--- config.mk ---
export PLATFORM = sky130hd
export DESIGN_NAME = mux_n_1_stream
export DESIGN_NICKNAME = d
export VERILOG_FILES = /design/src/rtl/mux_n_1_stream.sv
export SDC_FILE = /design/constraint.sdc
export NUM_CORES = 1
export LEC_CHECK = 0
export ABC_AREA = 1
export CAP_MARGIN = 15
export CORE_MARGIN = 1.5
export CORE_UTILIZATION = 43
export CTS_CLUSTER_SIZE = 40
export DETAILED_ROUTE_END_ITERATION = 8
export PLACE_DENSITY = 0.71
export SYNTH_ARGS = -nofsm -noshare
export SYNTH_HDL_FRONTEND = slang
export SYNTH_SLANG_ARGS = --single-unit
--- constraint.sdc ---
create_clock -name clk -period 5.6 [get_ports clk]
set_clock_uncertainty 0.05 [all_clocks]
set_input_delay 0.84 -clock clk [delete_from_list [all_inputs] [get_ports clk]]
set_output_delay 0.84 -clock clk [all_outputs]
set_load 0.005 [all_outputs]
--- src/rtl/mux_n_1_stream.sv ---
// N:1 stream multiplexer with valid/ready handshakes, explicit-select or
// round-robin arbitration, and a single registered output stage.
module mux_n_1_stream #(
  parameter int N_CH  = 3,
  parameter int WIDTH = 8,
  parameter int SEL_W = $clog2(N_CH)
) (
  input  logic                  clk,
  input  logic                  rst_n,
  input  logic                  mode,
  input  logic [SEL_W-1:0]      sel,
  input  logic [N_CH-1:0]       in_valid,
  input  logic [N_CH*WIDTH-1:0] in_data,
  output logic [N_CH-1:0]       in_ready,
  output logic                  out_valid,
  output logic [WIDTH-1:0]      out_data,
  output logic [SEL_W-1:0]      out_ch,
  input  logic                  out_ready
);

  logic [N_CH-1:0]  grant;
  logic             gvalid;
  logic [SEL_W-1:0] gidx;
  logic [WIDTH-1:0] gdata;
  logic             can_load;
  logic             xfer;
  int unsigned      idx;

  logic             out_valid_q, out_valid_d;
  logic [WIDTH-1:0] out_data_q,  out_data_d;
  logic [SEL_W-1:0] out_ch_q,    out_ch_d;
  logic [SEL_W-1:0] rr_ptr_q,    rr_ptr_d;

  // Select mode matches sel against every index, so out-of-range sel grants nothing.
  always_comb begin
    grant  = '0;
    gvalid = 1'b0;
    gidx   = '0;
    gdata  = '0;
    idx    = 0;
    if (!mode) begin
      for (int unsigned i = 0; i < N_CH; i++) begin
        if (sel == SEL_W'(i) && in_valid[i]) begin
          grant[i] = 1'b1;
          gvalid   = 1'b1;
          gidx     = SEL_W'(i);
          gdata    = in_data[i*WIDTH +: WIDTH];
        end
      end
    end else begin
      for (int unsigned k = 0; k < N_CH; k++) begin
        idx = 32'(rr_ptr_q) + k;
        if (idx >= N_CH) idx = idx - N_CH;
        if (!gvalid && in_valid[idx]) begin
          grant[idx] = 1'b1;
          gvalid     = 1'b1;
          gidx       = SEL_W'(idx);
          gdata      = in_data[idx*WIDTH +: WIDTH];
        end
      end
    end
  end

  assign can_load = !out_valid_q || out_ready;
  assign xfer     = gvalid && can_load && rst_n;
  assign in_ready = rst_n ? (grant & {N_CH{can_load}}) : '0;

  always_comb begin
    out_valid_d = out_valid_q;
    out_data_d  = out_data_q;
    out_ch_d    = out_ch_q;
    rr_ptr_d    = rr_ptr_q;
    if (xfer) begin
      out_valid_d = 1'b1;
      out_data_d  = gdata;
      out_ch_d    = gidx;
      if (mode) rr_ptr_d = (gidx == SEL_W'(N_CH-1)) ? '0 : gidx + 1'b1;
    end else if (out_ready) begin
      out_valid_d = 1'b0;
    end
  end

  always_ff @(posedge clk or negedge rst_n) begin
    if (!rst_n) begin
      out_valid_q <= 1'b0;
      out_data_q  <= '0;
      out_ch_q    <= '0;
      rr_ptr_q    <= '0;
    end else begin
      out_valid_q <= out_valid_d;
      out_data_q  <= out_data_d;
      out_ch_q    <= out_ch_d;
      rr_ptr_q    <= rr_ptr_d;
    end
  end

  assign out_valid = out_valid_q;
  assign out_data  = out_data_q;
  assign out_ch    = out_ch_q;

endmodule

## After elaboration in Yosys (flattened, before gate mapping)

Cells that the tools add are included.
Widths: inputs -> output; s select.

| storage, ports and cells | value |
|---|---|
| bits in registers | 13 |
| latch bits | 0 |
| memory bits (writable) | 0 |
| ROM bits | 0 |
| bits of input ports | 33 |
| output and inout port bits | 14 |
| word-level logic and storage cells | 97 |
| memories | 0 |

| operators by class | value |
|---|---|
| add/sub/neg operators | 6 |
| $mul | 0 |
| divide/modulo/power cells | 0 |
| $lt $le $gt $ge | 9 |
| equality and inequality tests | 3 |
| shift operators | 3 |
| multiplexer cells | 52 |
| bitwise operators | 3 |
| reduce and logical (&&, ||, !) cells | 17 |

Operators with widths:

| kind | count |
|---|---|
| $mux 32 | 6 |
| $shiftx 24x33->8 | 3 |
| $ge 32x1->1 const B | 3 |
| $lt 32x3->1 const B | 3 |
| $mux 8 | 7 |
| $mux 3 | 7 |
| $mux 1 | 20 |
| $mux 2 | 6 |
| $logic_and 1x1->1 | 10 |
| $sub 3x2->4 const B | 2 |
| $bmux 1 s2 | 3 |
| $demux 1 s2 | 3 |
| $ge 3x2->1 const B | 2 |
| $or 3x3->3 | 2 |
| $eq 2x2->1 const B | 2 |
| $add 2x1->3 const B | 1 |
| $add 2x2->3 const B | 1 |
| $and 3x3->3 | 1 |
| $logic_not 1->1 | 3 |
| $sub 2x2->3 const B | 1 |
| $add 2x1->2 const B | 1 |
| $eq 2x1->1 const B | 1 |
| $ge 2x2->1 const B | 1 |
| $logic_not 2->1 | 1 |
| 3 further kinds | 3 |

## Longest topological paths before layout

| logic depth | value |
|---|---|
| word-level depth | 18 |
| depth in mapped cells | 15 |
| mapped depth without buffers | 15 |

## Worst setup path after synthesis

No wires, ideal clock.

| timing path | value |
|---|---|
| kind | register to output |
| start | register rr_ptr_q[1] |
| end | output in_ready[2] |
| arrival | 1695 ps |
| data required time | 4710 ps |
| setup slack | 3015 ps |
| cell stages (with the launch flop) | 13 |
| buffers on the path | 0 |
| cell sequence | dfrtp_1 > inv_1 > ha_1 > nand2_1 > nor2_1 > inv_1 > nand2_1 > nand2_2 > inv_2 > a21oi_1 > nand3_1 > nand2_1 > nor2_1 |

| between the ends | value |
|---|---|
| longest elaborated chain between the ends | 17 |
| elaborated cells on any way between the ends | 53 |
| those cells by class | add/sub (5); order compare (9); mux (29); bitwise (3); reduce/logical (7) |

Ends and longest elaborated chain:

| element | RTL line | source |
|---|---|---|
| start: declaration | 32 | `logic [SEL_W-1:0] rr_ptr_q, rr_ptr_d;` |
| start signal: assignment | 93 | `rr_ptr_q <= rr_ptr_d;` |
| branches (longest 13 deep; another with $ge 32x1->1) | -- |  |
| $mux 3 (*) | 54 | `if (!gvalid && in_valid[idx]) begin` |
| $mux 3 (*) | 41 | `if (!mode) begin` |
| $and 3x3->3 (*) | 66 | `assign in_ready = rst_n ? (grant & {N_CH{can_load}}) : '0;` |
| $mux 3 (*) | 66 |  |
| end: declaration | 14 | `output logic [N_CH-1:0] in_ready,` |

Mark *: on every way between the ends. The select of a mux whose other input is x is not followed.

## Final worst setup path

| timing path | value |
|---|---|
| start | register rr_ptr_q[1] |
| end | output in_ready[0] |

The elaborated chain is that of the path after synthesis.

==> flow_summary.yaml <==
outcome:
  outcome: "completed"
worst_setup_path:
  arrival_ps: 3520
  slowest_stage: "ha_1"
  crit_type: "register to primary output"
  startpoint_type: "register"
  reg2reg_slack_ps: 2400
  worstPathCellList: "inv_1 > ha_1 > inv_2 > nand2_1 > nand3_1 > nand2_1 > nand2_2 > inv_2 > a21oi_1 > o21ai_0 > nor2_1 > nor2_1 > clkdlybuf4s50_1"
  cp_max_fo: 33
  slowest_delay_ps: 970
  crit_path_end_kind: "primary output"
  worstPathRequired_ps: 4710
  crit_buf_inv: 4
  critPathTopFamily: "buffers and inverters"
clock_network:
  clk_latency_ps: 240
  holdBufCountCts: 0
  htree_levels: 1
  clk_path_buf_depth: 2
  cts_tree: "done"
  post_cts_buffers: 0
  numCtsBuffers: 3
  cts_resized: 0
  path_clk_slew_ps: 50
  clockRootBuffer: "clkbuf_8"
  cts.sinks: 13
routing:
  drt_iter0_drc: 200
  routedWlPerCell_um: 14.6
  postRouteAntennaNets: 0
  drt-total-wl_um: 6670
  vias: 2525
  drc: 0
  firstDrtPassIters: 5
  vias_per_cell: 5.51
timing:
  drv_slew: 0
  setup_viol: 0
  fin_crit_ps: 4410
  slew-limit-headroom: 0.327
  min_period_over_period: 0.788
  whs_ps: 423
  tightest_slew_ps: 1010
  max_freq_ghz: 0.227
  rsz0062_at_grt: "no"
  hold_viol_final: 0
  fin_tns_setup_ps: 0
pwr:
  netSwitchingFraction: 0.570
  powerDensity_nw_per_um2: 544
  leakage_nw: 1.25
  ir_drop_v: 0.000361
  intPower_mw: 0.579
  seqPwrFrac: 0.128
  p_comb_frac: 0.811
  switchingPower_mw: 0.767
  clkPwrFrac: 0.061
layout:
  antenna_cells: 0
  finalNetCount: 446
  fillers: 483
  multi_input_area_um2: 1390
  seqCellArea_um2: 325
  final_layout_size_suffix_gt1_frac: 0.0567
  syn_to_final_growth_pct: 25.5
place:
  gp_congestion: 0.888
  portBuffers: 46
  dp_hpwl_um: 4850
logic_synthesis:
  synth_warnings: 0
  synth_seq_cells: 13
  netlist.area_leader.share: 0.234
  syn-num-nets: 408
  yosysSeqAreaShare: 0.165
  synthCells: 369
  synthDistinctLibCells: 24
  syn_area_per_cell_um2: 5.34
  netlist_area_um2: 1970
  ys_top_cells_by_area: "nand2_1 (23%), dfrtp_1 (17%), nor2_1 (9.7%)"
  synth_top_area_cell: "nand2_1"
hold_path:
  hold_class: "register to register"
global_route:
  grt_max_degree: 34
  antenna_found_initial: 0
  grt_usage: 0.268
  gr-total-overflow: 0
  grt_pass1_wl_um: 10900
  grt_pass1_vias: 2318
floorplan:
  die_h_um: 70.7
  core_area_um2: 4380
  rows: 24
  die-area_um2: 5000
  floorplan.initialDensity: 0.449
  pin_count: 47
  dieWidth_um: 70.7
job:
  drv_cap: 0
-- per-layer routing --
| layer | wire length [um] | share of wire | GRT usage |
|---|---|---|---|
| met2 | 3120 | 0.47 | 0.453 |
| met1 | 2680 | 0.40 | 0.352 |
| met3 | 579 | 0.087 | 0.0285 |
| met5 | 0 | 0 | 0 |
| met4 | 287 | 0.043 | 0.103 |
-- power by group through the flow --
stage | sequential, mW | clock, mW | combinational [mW]
floorplan | 0.173 | 0 | 0.777
global placement | 0.170 | 0 | 1.07
detailed placement | 0.174 | 0 | 1.07
CTS | 0.173 | 0.0862 | 1.08
global route | 0.180 | 0.0900 | 1.22
finish | 0.173 | 0.0819 | 1.09
-- worst register-to-register path: stages (launching register included) --
cell and delay [ps]:
dfrtp_1 410, inv_1 110, ha_1 970, inv_2 300, nand2_1 140, nand3_1 70
nand2_1 150, nor2_4 90, nand2_1 80, nand2_2 170, inv_2 220, nand2_1 110
inv_2 120, nand2_1 60, o21ai_1 80
-- kinds of logic after synthesis --
group,after synthesis,synth area share
AOI/OAI and AO/OA,71,0.201
adders and majority gates,6,0.0381
buffers and inverters,61,0.131
DFF,13,0.165
and+or+nand+nor,218,0.464
-- cells in the final DEF (no fill, tap or decap) --
| cell type | synthesis | routed |
|---|---|---|
| inv_1 | 39 | 39 |
| ha_1 | 6 | 6 |
| a22oi_1 | 2 | 2 |
| clkbuf_1 | 7 | 1 |
| inv_2 | 6 | 6 |
| nor2_4 | 2 | 2 |
| nand4_1 | 4 | 4 |
| dfrtp_1 | 13 | 13 |
| o21ai_1 | 4 | 4 |
| nor2_1 | 51 | 51 |
| buf_4 | 0 | 3 |
| nor2_2 | 1 | 1 |
| o221ai_1 | 7 | 7 |
| a31oi_1 | 1 | 1 |
| nand2_1 | 123 | 123 |
| nand3_1 | 29 | 29 |
| clkbuf_8 | 0 | 3 |
| nand3_2 | 2 | 2 |
| a211oi_1 | 2 | 2 |
| o21ai_0 | 21 | 21 |
| nand2_2 | 5 | 5 |
| o22ai_1 | 3 | 3 |
| clkdlybuf4s50_1 | 0 | 46 |
| a21oi_1 | 31 | 31 |
| nand2_4 | 1 | 1 |
-- path summary, 6_finish.rpt --
check | cells after the start | to | startpoint
min in group asynchronous | 1 | out_data[1] | rst_n
max in group asynchronous | 1 | out_data[4] | rst_n
worst max-delay path | 13 | in_ready[0] | rr_ptr_q[1]
worst max register to register | 14 | rr_ptr_q[1] | rr_ptr_q[1]
worst min register to register | 2 | out_data[6] | out_data[6]
worst min-delay path | 2 | out_data[6] | out_data[6]
-- Yosys cell counts --
cell / count
inv_1: 39
o221ai_1: 7
nand2_2: 5
nor2_2: 1
inv_2: 6
a31oi_1: 1
o22ai_1: 3
nand3_1: 29
nand4_1: 4
nand3_2: 2
nand2_1: 123
buf_6: 3
nand2_4: 1
o21ai_1: 4
a22oi_1: 2
a21oi_1: 31
buf_2: 6
clkbuf_1: 7
ha_1: 6
nor2_4: 2
nor2_1: 51
dfrtp_1: 13
o21ai_0: 21
a211oi_1: 2
-- state kept, by name, summed over array words and instances (netlist names) --
signal	cells
out_ch	2
rr_ptr_q	2
out_valid	1
out_data	8
-- layout make-up --
type,count,area share
clock buffer,4,0.0182
multi-input combinational,295,0.560
timing repair buffer,49,0.195
sequential,13,0.132
inverter,45,0.0683
tap,52,0.0263
-- stage by stage --
step	utilization	power (mW)	cell area, um^2	cells	setup WS [ps]
after CTS	0.564	1.34	2470	458	1190
after floorplan	-	0.950	1970	369	3010
after global placement	0.554	1.24	2430	454	1570
final	0.564	1.35	2470	458	1190
after global routing	0.564	1.49	2470	458	857
after detailed placement	0.554	1.25	2430	454	1480
Note: power is estimated with default switching activity, not from simulation.
==> RTL edit 1: new RTL, same flow settings <==
The parameter `WIDTH` goes from 8 to 12.
--- a/src/rtl/mux_n_1_stream.sv
+++ b/src/rtl/mux_n_1_stream.sv
@@ -2,7 +2,7 @@
 // round-robin arbitration, and a single registered output stage.
 module mux_n_1_stream #(
   parameter int N_CH  = 3,
-  parameter int WIDTH = 8,
+  parameter int WIDTH = 12,
   parameter int SEL_W = $clog2(N_CH)
 ) (
   input  logic                  clk,
Interface: changed (resized in_data and out_data); port bits go from 47 to 63. The function was not compared with the original's and may differ.
==> RTL edit 1 against the original RTL <==
Design area grew 83%; total power is 130% higher; setup slack better by 160 ps; first-iteration DRC count grew to 3.2 times the old value; synthesized area rose by 97%; routed wire length increased to 2.6 times the old value; sequential cell count is 4 higher; synthesized cell count grew 100%; largest cell class unchanged; combinational power increased to 2.6 times the old value; sequential power rose by 29%.
==> RTL edit 1: results (changes against the original RTL) <==
outcome=finished, final reports clean; vias post-DR=5604 (+120%); Filler Cell Count=947 (+96%); Sw Ratio=64.6% (+7.7 points); combinational share of power=89.9% (+8.8 points); Leak Pwr=2.20 nW (+76%); top post-synthesis cells by area=nand2_1 (27%), nand3_1 (16%), dfrtp_1 (11%); Crit path max-delay family=buffers and inverters; Post-DP HPWL=12000 um (+150%); Placement Setup Slack=1720 ps (+237 ps); largest net degree at the start of global routing=73 (+110%); Slew HR=29.4% (-3.3 points); worst r2r src=rr_ptr_q[0]; most frequent cells after synthesis=nand2_1 (283), nand3_1 (121), o21ai_0 (65); sequential fraction of the synthesis area=11.0% (-5.6 points); reg2reg end=out_data[2]; global-route wire length before repair=27100 um (+150%); Synth Area in XOR/XNOR=0% (unchanged); RePlAce Congestion=1.04 (+18%); Post-synth top flop=dfrtp_1; Tot GR Track Use=35.0% (+8.2 points); P_seq=0.223 mW (+29%); Post-Synth Adder-Cell Area=2.26% (-1.6 points); Detailed Route Iter0 Violations=643 (+220%); Reg2Reg Depth=13 (-1); clock slew at reported path FFs=80 ps (+30 ps); Max VDD drop=0.00121 V (+240%); Slowest cell on crit path=inv_2; r2r setup slk=1900 ps (-500 ps); # nets final=837 (+88%); worst-skew pair later-pin latency=260 ps (+20 ps); Post-DP Area=4470 um^2 (+84%); cells after synthesis=752 (+100%); Post-Synthesis Net Count=804 (+97%); layout cells sized above 1=4.97% (-0.69 points); vias in the first global route=5191 (+120%); final non-filler cell total=892 (+95%); critical path arrival=3360 ps (-160 ps); Yosys cell types=35 (+46%); post-DR wirelength/cell=19.4 um (+33%); Synth Area in Compound Gates=23.9% (+3.8 points); min-delay src=out_data[5]; Worst path max stage delay=610 ps (-360 ps); max reg flops=12 (+4); worst-path fanout max=41 (+24%); PortBufs=62 (+35%)
RTL edit 1: changes by cell type after synthesis, sizes merged, moves of 3 or more:
cell / before / now
clkbuf: 7 / 10
o21ai: 25 / 69
o2bb2ai: 0 / 3
dfrtp: 13 / 17
nand3: 31 / 124
o211ai: 0 / 16
nand2: 129 / 289
a21oi: 31 / 51
o22ai: 3 / 8
buf: 9 / 34
nor2: 54 / 38
inv: 45 / 63
RTL edit 1: worst max path at each step:
stage	startpoint	endpoint	slack [ps]	cells past startpoint
global placement	rr_ptr_q[0]	in_ready[0]	1780	11
global route	rr_ptr_q[0]	in_ready[2]	1140	13
CTS	rr_ptr_q[0]	in_ready[2]	1420	13
floorplan	rr_ptr_q[0]	in_ready[1]	2890	12
finish	rr_ptr_q[0]	in_ready[2]	1350	13
detailed placement	rr_ptr_q[0]	in_ready[0]	1720	11
RTL edit 1: cells by family (layout without fill, tap and decap cells):
kind of cell / count (synthesis) / count (layout)
compound gates: 163 / 163
simple gates: 456 / 456
other cells: 1 / 1
flops: 17 / 17
buf+inv: 108 / 140
fa+ha+maj: 7 / 7
RTL edit 1: layout make-up:
cell class              count  area [um^2]  share of cell area, %
inverters                  64          243                   5.37
flip-flops and latches     17          425                   9.42
clock inverters             1         7.51                  0.166
clock buffers               3         41.3                  0.914
repair buffers             72          696                   15.4
well taps                 108          135                   2.99
multi-input cells         627         2970                   65.7
RTL edit 1: per-layer routing:
metal | part of all wire (%) | wire length, um | up-vias | global-route usage (%)
met5 | 0 | 0 | - | 0
met4 | 5.9 | 1010 | 0 | 19.6
met3 | 11 | 1970 | 89 | 6.30
met1 | 38 | 6490 | 2491 | 44.0
li1 | - | - | 2580 | -
met2 | 45 | 7790 | 444 | 56.5
==> RTL edit 2: new RTL, same flow settings <==
Without the edit above. Reset style: synchronous (`rst_n`), changed in one clocked block.
--- a/src/rtl/mux_n_1_stream.sv
+++ b/src/rtl/mux_n_1_stream.sv
@@ -80,7 +80,7 @@
     end
   end
 
-  always_ff @(posedge clk or negedge rst_n) begin
+  always_ff @(posedge clk) begin
     if (!rst_n) begin
       out_valid_q <= 1'b0;
       out_data_q  <= '0;
Check against the original RTL: differs if rst_n is asserted again (counterexample within 4 cycles, from zero or initial values and one cycle with rst_n low); with rst_n held inactive, the same outputs for 10 cycles.
==> RTL edit 2 against the original RTL <==
Via count fell by 2.9%; utilization fell by 0.62 points; design area fell by 1.8%; count of clock-buffer cells in the layout did not move; non-clock buffer count fell by 2; synthesized cell count fell by 1.4%; routed wire length fell by 8.1%; sequential cell count did not move; critical path type unchanged; synthesized area fell by 1.2%; setup slack improved by 170 ps.
Power is left out: it rests on default switching activity, and per cell area and clock period it moved more than threefold.
==> RTL edit 2: results (changes against the original RTL) <==
num sequential=13 (unchanged); Post-Synthesis Net Count=403 (-1.2%); Inst Count DP=447 (-1.5%); Least-Margin Pin Slew=700 ps (-310 ps); top post-synthesis cells by area=nand2_1 (22%), dfxtp_1 (13%), a21oi_1 (11%); clk cell area share=1.85% (+0.033 points); final wirelength=6130 um (-8.1%); largest net degree at the start of global routing=27 (-21%); Detailed Route Iter0 Violations=318 (+59%); fraction of area in multi-input gates=59.2% (+3.1 points); worst r2r src=rr_ptr_q[0]; Worst path max stage delay=570 ps (-400 ps); GR Util met2=38.8% (-6.5 points); Endpoint, Worst Hold=out_data[6]; M1 wire length=2760 um (+2.9%); Avg Cell Area, Syn=5.35 um^2 (+0.15%); final-layout non-clock buffer area share=19.3% (-0.27 points); Reg2Reg Depth=11 (-3); multi-input gates=294 (-0.34%); global-route wire length before repair=10100 um (-7.5%); ys async rst share=0% (-100 points); Post-synth top flop=dfxtp_1; post-DR wirelength/cell=13.6 um (-6.7%); FF+latch area=260 um^2 (-20%); Post-DP HPWL=4450 um (-8.4%); Signal buffers=47 (-4.1%); critical path arrival=3350 ps (-170 ps); outcome=finished, final reports clean; min-delay src=out_data[6]; reg2reg end=out_data[5]; worst-path fanout max=26 (-21%); Filler Cell Count=458 (-5.2%); CP endpoint=in_ready[1]
==> RTL edit 2: changes by cell type after synthesis, moves of 4 or more <==
cell      delta
o21ai_1      -4
o211ai_1     +9
buf_4        +4
dfrtp_1     -13
a21oi_1     +12
nor2_1      -14
inv_1        -4
o221ai_1     -7
dfxtp_1     +13
o21ai_0      +5
nand3_1      +5
nand2_1      -8
==> RTL edit 2: kinds of logic after synthesis <==
group | share of synthesized area (%)
and+or+nand+nor | 47.7
AOI/OAI and AO/OA | 22.3
buffers and inverters | 12.8
DFF | 13.4
adders and majority gates | 3.86
==> RTL edit 2: stage by stage <==
| stage | setup WS [ps] | util (%) |
|---|---|---|
| final | 1360 | 55.8 |
| after global routing | 1040 | 55.8 |
| after CTS | 1400 | 55.8 |
| after detailed placement | 1660 | 54.8 |
| after global placement | 1670 | 54.8 |
| after floorplan | 2950 | - |
